<file path="src/rtl/cam2_ctrl_pkg.sv">
// Shared types for the cam2 sequencer: controller states and arbitration grant.
package cam2_ctrl_pkg;

  typedef enum logic [2:0] {
    IDLE      = 3'd0,
    LK_REQ    = 3'd1,
    LK_RSP    = 3'd2,
    INS_PROBE = 3'd3,
    INS_CHK   = 3'd4,
    INS_WR    = 3'd5,
    FLUSH     = 3'd6
  } state_e;

  typedef enum logic {
    LK  = 1'b0,
    INS = 1'b1
  } grant_e;

endpackage

</file>
<file path="src/rtl/cam2_victim_sel.sv">
// Write-slot chooser: lowest free entry, otherwise the round-robin pointer.
// 'advance' tells the owner of rr_ptr to step it when this victim is used.
module cam2_victim_sel #(
  parameter int WORDS = 8,
  parameter int AW    = $clog2(WORDS)
) (
  input  logic [WORDS-1:0] valid_map,
  input  logic [AW-1:0]    rr_ptr,
  output logic [AW-1:0]    victim,
  output logic             advance
);

  // Scan from the top down so the lowest free index is the last one kept
  always_comb begin
    victim  = rr_ptr;
    advance = 1'b1;
    for (int i = WORDS - 1; i >= 0; i--) begin
      victim  = valid_map[i] ? victim : AW'(i);
      advance = advance & valid_map[i];
    end
  end

endmodule

</file>
<file path="src/rtl/cam2_ctrl.sv">
// Sequencer/arbiter owning the single cam2 port: arbitrates lookup vs insert,
// probes for duplicate tags before writing, and flushes the CAM on command
// and after reset.
module cam2_ctrl
  import cam2_ctrl_pkg::*;
#(
  parameter int BITS   = 8,
  parameter int TAG_SZ = 8,
  parameter int WORDS  = 8,
  parameter int AW     = $clog2(WORDS)
) (
  input  logic              clk,
  input  logic              rst,
  input  logic              lk_valid,
  output logic              lk_ready,
  input  logic [TAG_SZ-1:0] lk_tag,
  output logic              lk_rsp_valid,
  output logic              lk_hit,
  output logic [BITS-1:0]   lk_data,
  input  logic              ins_valid,
  output logic              ins_ready,
  input  logic [TAG_SZ-1:0] ins_tag,
  input  logic [BITS-1:0]   ins_data,
  output logic              ins_done,
  output logic              ins_dup,
  output logic [AW-1:0]     ins_addr,
  input  logic              flush,
  output logic              busy,
  output logic              cam_read,
  output logic [TAG_SZ-1:0] cam_check_tag,
  output logic              cam_write_,
  output logic [AW-1:0]     cam_w_addr,
  output logic [BITS-1:0]   cam_wdata,
  output logic [TAG_SZ-1:0] cam_new_tag,
  output logic              cam_new_valid,
  input  logic              cam_found_it,
  input  logic [BITS-1:0]   cam_data
);

  state_e            state;
  grant_e            last_grant;
  logic              flush_pend;
  logic [AW-1:0]     fl_cnt;
  logic [WORDS-1:0]  valid_map;
  logic [AW-1:0]     rr_ptr;
  logic [TAG_SZ-1:0] tag_q;
  logic [BITS-1:0]   data_q;

  logic              grant_lk;
  logic              grant_ins;
  logic [AW-1:0]     victim;
  logic              victim_adv;

  cam2_victim_sel #(
    .WORDS (WORDS),
    .AW    (AW)
  ) u_victim (
    .valid_map (valid_map),
    .rr_ptr    (rr_ptr),
    .victim    (victim),
    .advance   (victim_adv)
  );

  assign lk_ready  = (state == IDLE) && !flush_pend;
  assign ins_ready = (state == IDLE) && !flush_pend;
  assign busy      = (state != IDLE) || flush_pend;

  // Arbitration: on a tie the side that did not win last time gets the port
  always_comb begin
    grant_lk  = 1'b0;
    grant_ins = 1'b0;
    if (lk_valid && ins_valid) begin
      if (last_grant == INS) begin
        grant_lk = 1'b1;
      end else begin
        grant_ins = 1'b1;
      end
    end else if (lk_valid) begin
      grant_lk = 1'b1;
    end else if (ins_valid) begin
      grant_ins = 1'b1;
    end else begin
      grant_lk  = 1'b0;
      grant_ins = 1'b0;
    end
  end

  // Main sequencer: state, bookkeeping and registered result pulses
  always_ff @(posedge clk) begin
    if (rst) begin
      state        <= FLUSH;
      last_grant   <= INS;
      flush_pend   <= 1'b0;
      fl_cnt       <= '0;
      valid_map    <= '0;
      rr_ptr       <= '0;
      tag_q        <= '0;
      data_q       <= '0;
      lk_rsp_valid <= 1'b0;
      lk_hit       <= 1'b0;
      lk_data      <= '0;
      ins_done     <= 1'b0;
      ins_dup      <= 1'b0;
      ins_addr     <= '0;
    end else begin
      lk_rsp_valid <= 1'b0;
      ins_done     <= 1'b0;
      ins_dup      <= 1'b0;
      if (flush) begin
        flush_pend <= 1'b1;
      end
      case (state)
        IDLE: begin
          if (flush_pend) begin
            // A flush arriving on this very edge stays pending for another pass
            state      <= FLUSH;
            fl_cnt     <= '0;
            flush_pend <= flush;
          end else if (grant_lk) begin
            state      <= LK_REQ;
            tag_q      <= lk_tag;
            last_grant <= LK;
          end else if (grant_ins) begin
            state      <= INS_PROBE;
            tag_q      <= ins_tag;
            data_q     <= ins_data;
            last_grant <= INS;
          end else begin
            state <= IDLE;
          end
        end
        LK_REQ: begin
          state <= LK_RSP;
        end
        LK_RSP: begin
          lk_rsp_valid <= 1'b1;
          lk_hit       <= cam_found_it;
          lk_data      <= cam_found_it ? cam_data : '0;
          state        <= IDLE;
        end
        INS_PROBE: begin
          state <= INS_CHK;
        end
        INS_CHK: begin
          if (cam_found_it) begin
            ins_done <= 1'b1;
            ins_dup  <= 1'b1;
            ins_addr <= '0;
            state    <= IDLE;
          end else begin
            state <= INS_WR;
          end
        end
        INS_WR: begin
          valid_map[victim] <= 1'b1;
          ins_done          <= 1'b1;
          ins_addr          <= victim;
          if (victim_adv) begin
            rr_ptr <= rr_ptr + AW'(1);
          end else begin
            rr_ptr <= rr_ptr;
          end
          state <= IDLE;
        end
        FLUSH: begin
          if (fl_cnt == AW'(WORDS - 1)) begin
            valid_map <= '0;
            rr_ptr    <= '0;
            fl_cnt    <= '0;
            state     <= IDLE;
          end else begin
            fl_cnt <= fl_cnt + AW'(1);
          end
        end
        default: begin
          state <= IDLE;
        end
      endcase
    end
  end

  // CAM port decode: reads and writes come from disjoint states, never together
  always_comb begin
    cam_read      = 1'b0;
    cam_check_tag = tag_q;
    cam_write_    = 1'b1;
    cam_w_addr    = '0;
    cam_wdata     = '0;
    cam_new_tag   = '0;
    cam_new_valid = 1'b0;
    case (state)
      LK_REQ, INS_PROBE: begin
        cam_read = 1'b1;
      end
      INS_WR: begin
        cam_write_    = 1'b0;
        cam_w_addr    = victim;
        cam_wdata     = data_q;
        cam_new_tag   = tag_q;
        cam_new_valid = 1'b1;
      end
      FLUSH: begin
        cam_write_ = 1'b0;
        cam_w_addr = fl_cnt;
      end
      default: begin
        cam_read   = 1'b0;
        cam_write_ = 1'b1;
      end
    endcase
  end

endmodule

</file>
<file path="config.mk">
export PLATFORM = sky130hd
export DESIGN_NAME = cam2_ctrl
export DESIGN_NICKNAME = d
export VERILOG_FILES = /design/src/rtl/cam2_ctrl_pkg.sv /design/src/rtl/cam2_victim_sel.sv /design/src/rtl/cam2_ctrl.sv
export SDC_FILE = /design/constraint.sdc
export NUM_CORES = 1
export LEC_CHECK = 0
export CAP_MARGIN = 10
export CORE_MARGIN = 4
export CORE_UTILIZATION = 48
export DETAILED_ROUTE_END_ITERATION = 8
export PLACE_DENSITY = 0.87
export SLEW_MARGIN = 5
export SYNTH_ARGS = -nofsm -noshare
export SYNTH_HDL_FRONTEND = slang
export SYNTH_SLANG_ARGS = --single-unit
</file>
<file path="constraint.sdc">
create_clock -name clk -period 2.5 [get_ports clk]
set_input_delay 0.5 -clock clk [delete_from_list [all_inputs] [get_ports clk]]
set_output_delay 0.5 -clock clk [all_outputs]
set_load 0.02 [all_outputs]
</file>
Word-level counts from Yosys, hierarchy flattened --
Index checks and enable logic that the tools add are counted.
Operators by class: add/subtract/negate cells 2, $lt $le $gt $ge 2, equality and inequality tests 11, muxes and demuxes 49, bitwise logic cells 11, reductions and logical operators 20
Operators by type and width (number):
- $mux 8 | 6
- $mux 3 | 15
- $pmux 3 s2 | 4
- $mux 1 | 18
- $pmux 8 s2 | 1
- $pmux 3 s5 | 1
- $eq 3x3->1 const B | 4
- $or 8x8->8 | 1
- $reduce_bool 2->1 | 4
- $and 1x1->1 | 7
- $add 3x1->3 const B | 2
- $eq 3x2->1 const B | 2
- $ne 2x2->1 const B | 3
- $reduce_and 2->1 | 3
- $reduce_and 3->1 | 2
- $reduce_or 2->1 | 3
- $lt 3x4->1 const B | 1
- $mux 2 | 2
- $reduce_and 4->1 | 1
- $demux 1 s3 | 1
- $eq 3x1->1 const B | 1
- $ge 3x1->1 const B | 1
- $logic_and 1x1->1 | 3
- $logic_not 3->1 | 1
- 6 further kinds | 8
Word-level totals: flip-flop bits (word level) 50

Depth between registers and ports, before layout --
word-level depth 14, mapped depth 6, gate-level depth less buffers 6

By module --
From an unflattened synthesis, not the netlist that was laid out.
Unflattened totals: cells, all modules 278, area total of the unflattened synthesis 2334.7 sq um
By module, submodules not included:
- cam2_ctrl | instances 1, cells each 263, area an instance 2252.2 sq um, seq. area each 1001.0 sq um
- cam2_victim_sel | instances 1, cells each 15, area an instance 82.6 sq um, seq. area each 0.0 sq um

Worst setup path after synthesis --
Ideal clock, no wire load.
path type register -> output, start reg state[2], end out cam_new_tag[6], arrival time 1.363 ns, data required time 2.000 ns, path slack 0.637 ns, stages on the path, launching flop included 5, path buffers 2, cell sequence dfxtp_1 -> and3b_1 -> buf_6 -> clkbuf_1 -> and2_1
On the way: word-level cells in the longest chain between the ends 2
RTL lines:
- from (decl) | line cam2_ctrl.sv:40 | state_e state;
- from (signal assigned) | line cam2_ctrl.sv:91 | state <= FLUSH;
- from (signal assigned) | line cam2_ctrl.sv:116 | state <= FLUSH;
- from (signal assigned) | line cam2_ctrl.sv:120 | state <= LK_REQ;
- $eq 3x3->1 | line cam2_ctrl.sv:191 | case (state)
- $mux 8 | line cam2_ctrl.sv:191
- to (decl) | line cam2_ctrl.sv:34 | output logic [TAG_SZ-1:0] cam_new_tag,
Every way passes these cells.

Final worst setup path --
start reg state[1], end out cam_new_tag[4]
Same word-level chain as after synthesis.

==> metrics.cfg <==
[run_status]
outcome = completed

[clock_tree]
cts_tree = built
cts_buffer_depth = 2
hold_buffers = 0
root_buffer = clkbuf_8
h-tree-depth = 2
clock_latency_ns = 0.30
cts-buffers-inserted = 5
clk_pin_slew_ns = 0.09
cts.sinks = 50

[layout]
final_cell_mix = 71 x clkdlybuf4s50_1, 46 x dfxtp_1, 29 x nand2_1
multiInputGateArea_sq_um = 1260
drive_above_1_share_pct = 11.4
final_area_sq_um = 3450
area_growth_pct = 45.5
register_area_sq_um = 1010
fillers = 377
fin_nets = 401
antennaDiodeCount = 0
layout_commonest_cell = clkdlybuf4s50_1

[floorplanning]
core-area_sq_um = 4750
die_h_um = 78.2
die_area_sq_um = 6120
die_width_um = 78.2
row_count = 25
io-pin-count = 86
initial_core_util_pct = 49.8

[logic_synthesis]
synth_edf_count = 0
ys_types = 50
syn_nets = 314
synth_ff_type = dfxtp_1
ys_warn_count = 0
ys_ff_latch = 50
syn-instance-count = 273
ys_seq_area_share_pct = 42.3
avgSynthCellArea_sq_um = 8.68
synth-async-reset-ratio_pct = 0
syn_area_sq_um = 2370

[detailed_routing]
drt-vias-per-instance = 5.44
drtPass1Iterations = 4
vias = 2330
ant_nets = 0
wl_per_cell_um = 14.6
drtIter0Drc = 100
routed_wl_mm = 6.24
route.detailed.drc = 0

[worst_setup_path]
setup.worst_path.end = cam_new_tag[4]
startpoint_type = flop
arrival_ns = 1.92
cp-end-kind = output pin
crit_path_max_fanout = 16
reg2reg_slack_ns = 0.66
criticalPathCategory = reg2out
rr_worst_depth = 6
required_ns = 2.00
cp-startpoint = state[1]
crit-reg2reg-capture = valid_map[2]
regToRegStartpoint = fl_cnt[0]

[grt]
grt_pass1_vias = 2382
grt_max_degree = 26
grt_util_all_layers_pct = 21.3
grt_pass1_wl_mm = 10.6
globalRoute.totalOverflow = 0
antenna_found_initial = 0

[sta]
finalSetupViolCount = 0
finClkSkew_ns = 0.00694
max_freq_ghz = 0.413
rsz0062_at_grt = false
setup_tns_ns = 0
slew_headroom_pct = 60.4
timing.final.crit_share_pct = 96.9
hold_viol_final = 0
layout_min_cycle_time_ns = 2.42
drv_slew = 0
tightest_slew_ns = 0.592

[pwr]
power_density_nw_per_um2 = 634
ir_drop_v = 0.000377
cellLeakagePower_nw = 1.48

[placement]
gp_routability_congestion = 0.943
io_buffers = 85
hpwl_mm = 4.76
placed_cell_area_sq_um = 3290

[flow_run]
maxCapViolCount = 0

[hold_path]
hold_class = reg2reg

critical path: stages, from the launching register on:
cell and delay, ns:
dfxtp_1 0.38, and3b_1 0.28, buf_4 0.21, and2_1 0.14, clkdlybuf4s50_1 0.60
metrics by stage:
step | total power, W | util [%] | hold WS [ns] | setup WS, ns | cells
after floorplan | 0.00144 | - | 0.432 | 0.637 | 273
after global placement | 0.00170 | 69.2 | 0.437 | 0.377 | 419
after detailed placement | 0.00171 | 69.2 | 0.447 | 0.345 | 419
after CTS | 0.00220 | 71.4 | 0.457 | 0.0240 | 427
after global routing | 0.00232 | 72.5 | 0.488 | 0.00453 | 428
final | 0.00219 | 72.5 | 0.453 | 0.0784 | 428
kinds of logic after synthesis:
group	count (synthesis)	share of synthesized area, %
AO/OA/AOI/OAI	70	20.9
multiplexers	8	3.38
adder cells (fa/ha/maj)	3	1.58
buffers and inverters	23	5.12
AND/OR/NAND/NOR	119	26.7
flip-flops	50	42.3
synth_stat cells, types with 2 or more instances:
cell      count  area (sq um)
dfxtp_1      50          1000
nand2_1      29           109
a21oi_1      25           125
nor2_1       20          75.1
nand3_1      19          95.1
and2_1       18           113
clkbuf_1      9          33.8
mux2i_1       8          80.1
nand4_1       7          43.8
a211oi_1      6          45.0
o21ai_0       6          30.0
inv_1         5          18.8
a22oi_1       4          30.0
buf_2         4          20.0
nor3_1        4          20.0
o21ai_1       4          20.0
or3_1         4          25.0
a21o_1        3          22.5
and3b_1       3          26.3
buf_6         3          33.8
ha_1          3          37.5
nand2b_1      3          18.8
nor2b_1       3          18.8
o21a_1        3          22.5
a211oi_2      2          25.0
a22o_1        2          17.5
a32o_1        2          20.0
buf_4         2          15.0
layout make-up:
class / instances / area share [%]
Clock buffer: 6 / 2.40
Inverter: 5 / 0.545
Sequential cell: 50 / 29.2
Timing Repair Buffer: 98 / 28.5
Tap cell: 67 / 2.43
Multi-Input combinational cell: 200 / 36.5
Clock inverter: 2 / 0.363
registers in the layout (all words and copies together) (netlist names):
register / cells
lk_rsp_valid: 1
rr_ptr: 3
lk_data: 8
ins_done: 1
flush_pend: 1
valid_map: 8
ins_dup: 1
fl_cnt: 3
state: 3
data_q: 8
cam_check_tag: 8
last_grant: 1
lk_hit: 1
ins_addr: 3
metal layers:
layer	vias to the layer above	track usage [%]	wire, um	part of all wire (%)
met4	0	9.27	146	2.3
met1	1090	23.2	2520	40
met5	-	0	0	0
met2	81	37.4	3040	49
met3	14	7.22	538	8.6
li1	1145	-	-	-
how the worst min path moves through the flow:
stage	endpoint	cells past startpoint	from
3_5_place_dp	data_q[0]	2	data_q[0]
2_1_floorplan	data_q[0]	2	data_q[0]
3_3_place_gp	lk_data[3]	2	lk_data[3]
6_report	lk_data[1]	2	lk_data[1]
4_1_cts	lk_data[1]	2	lk_data[1]
5_1_grt	lk_data[6]	2	lk_data[6]
repair_timing:
item	in CTS	in global routing
cloned	0	0
gates resized for setup	2	20
buffers inserted	0	1
setup endpoints to repair	2	18
pin swaps	0	1
hold endpoints to repair	0	0
where the power goes:
part           internal [W]  switching, W  leakage [nW]  total [W]
logic              0.000350      0.000422          1.03   0.000773
clock network      0.000223      0.000264        0.0472   0.000487
registers          0.000867     0.0000594         0.406   0.000927
total               0.00144      0.000746          1.48    0.00219
(Power assumes the default switching activity.)
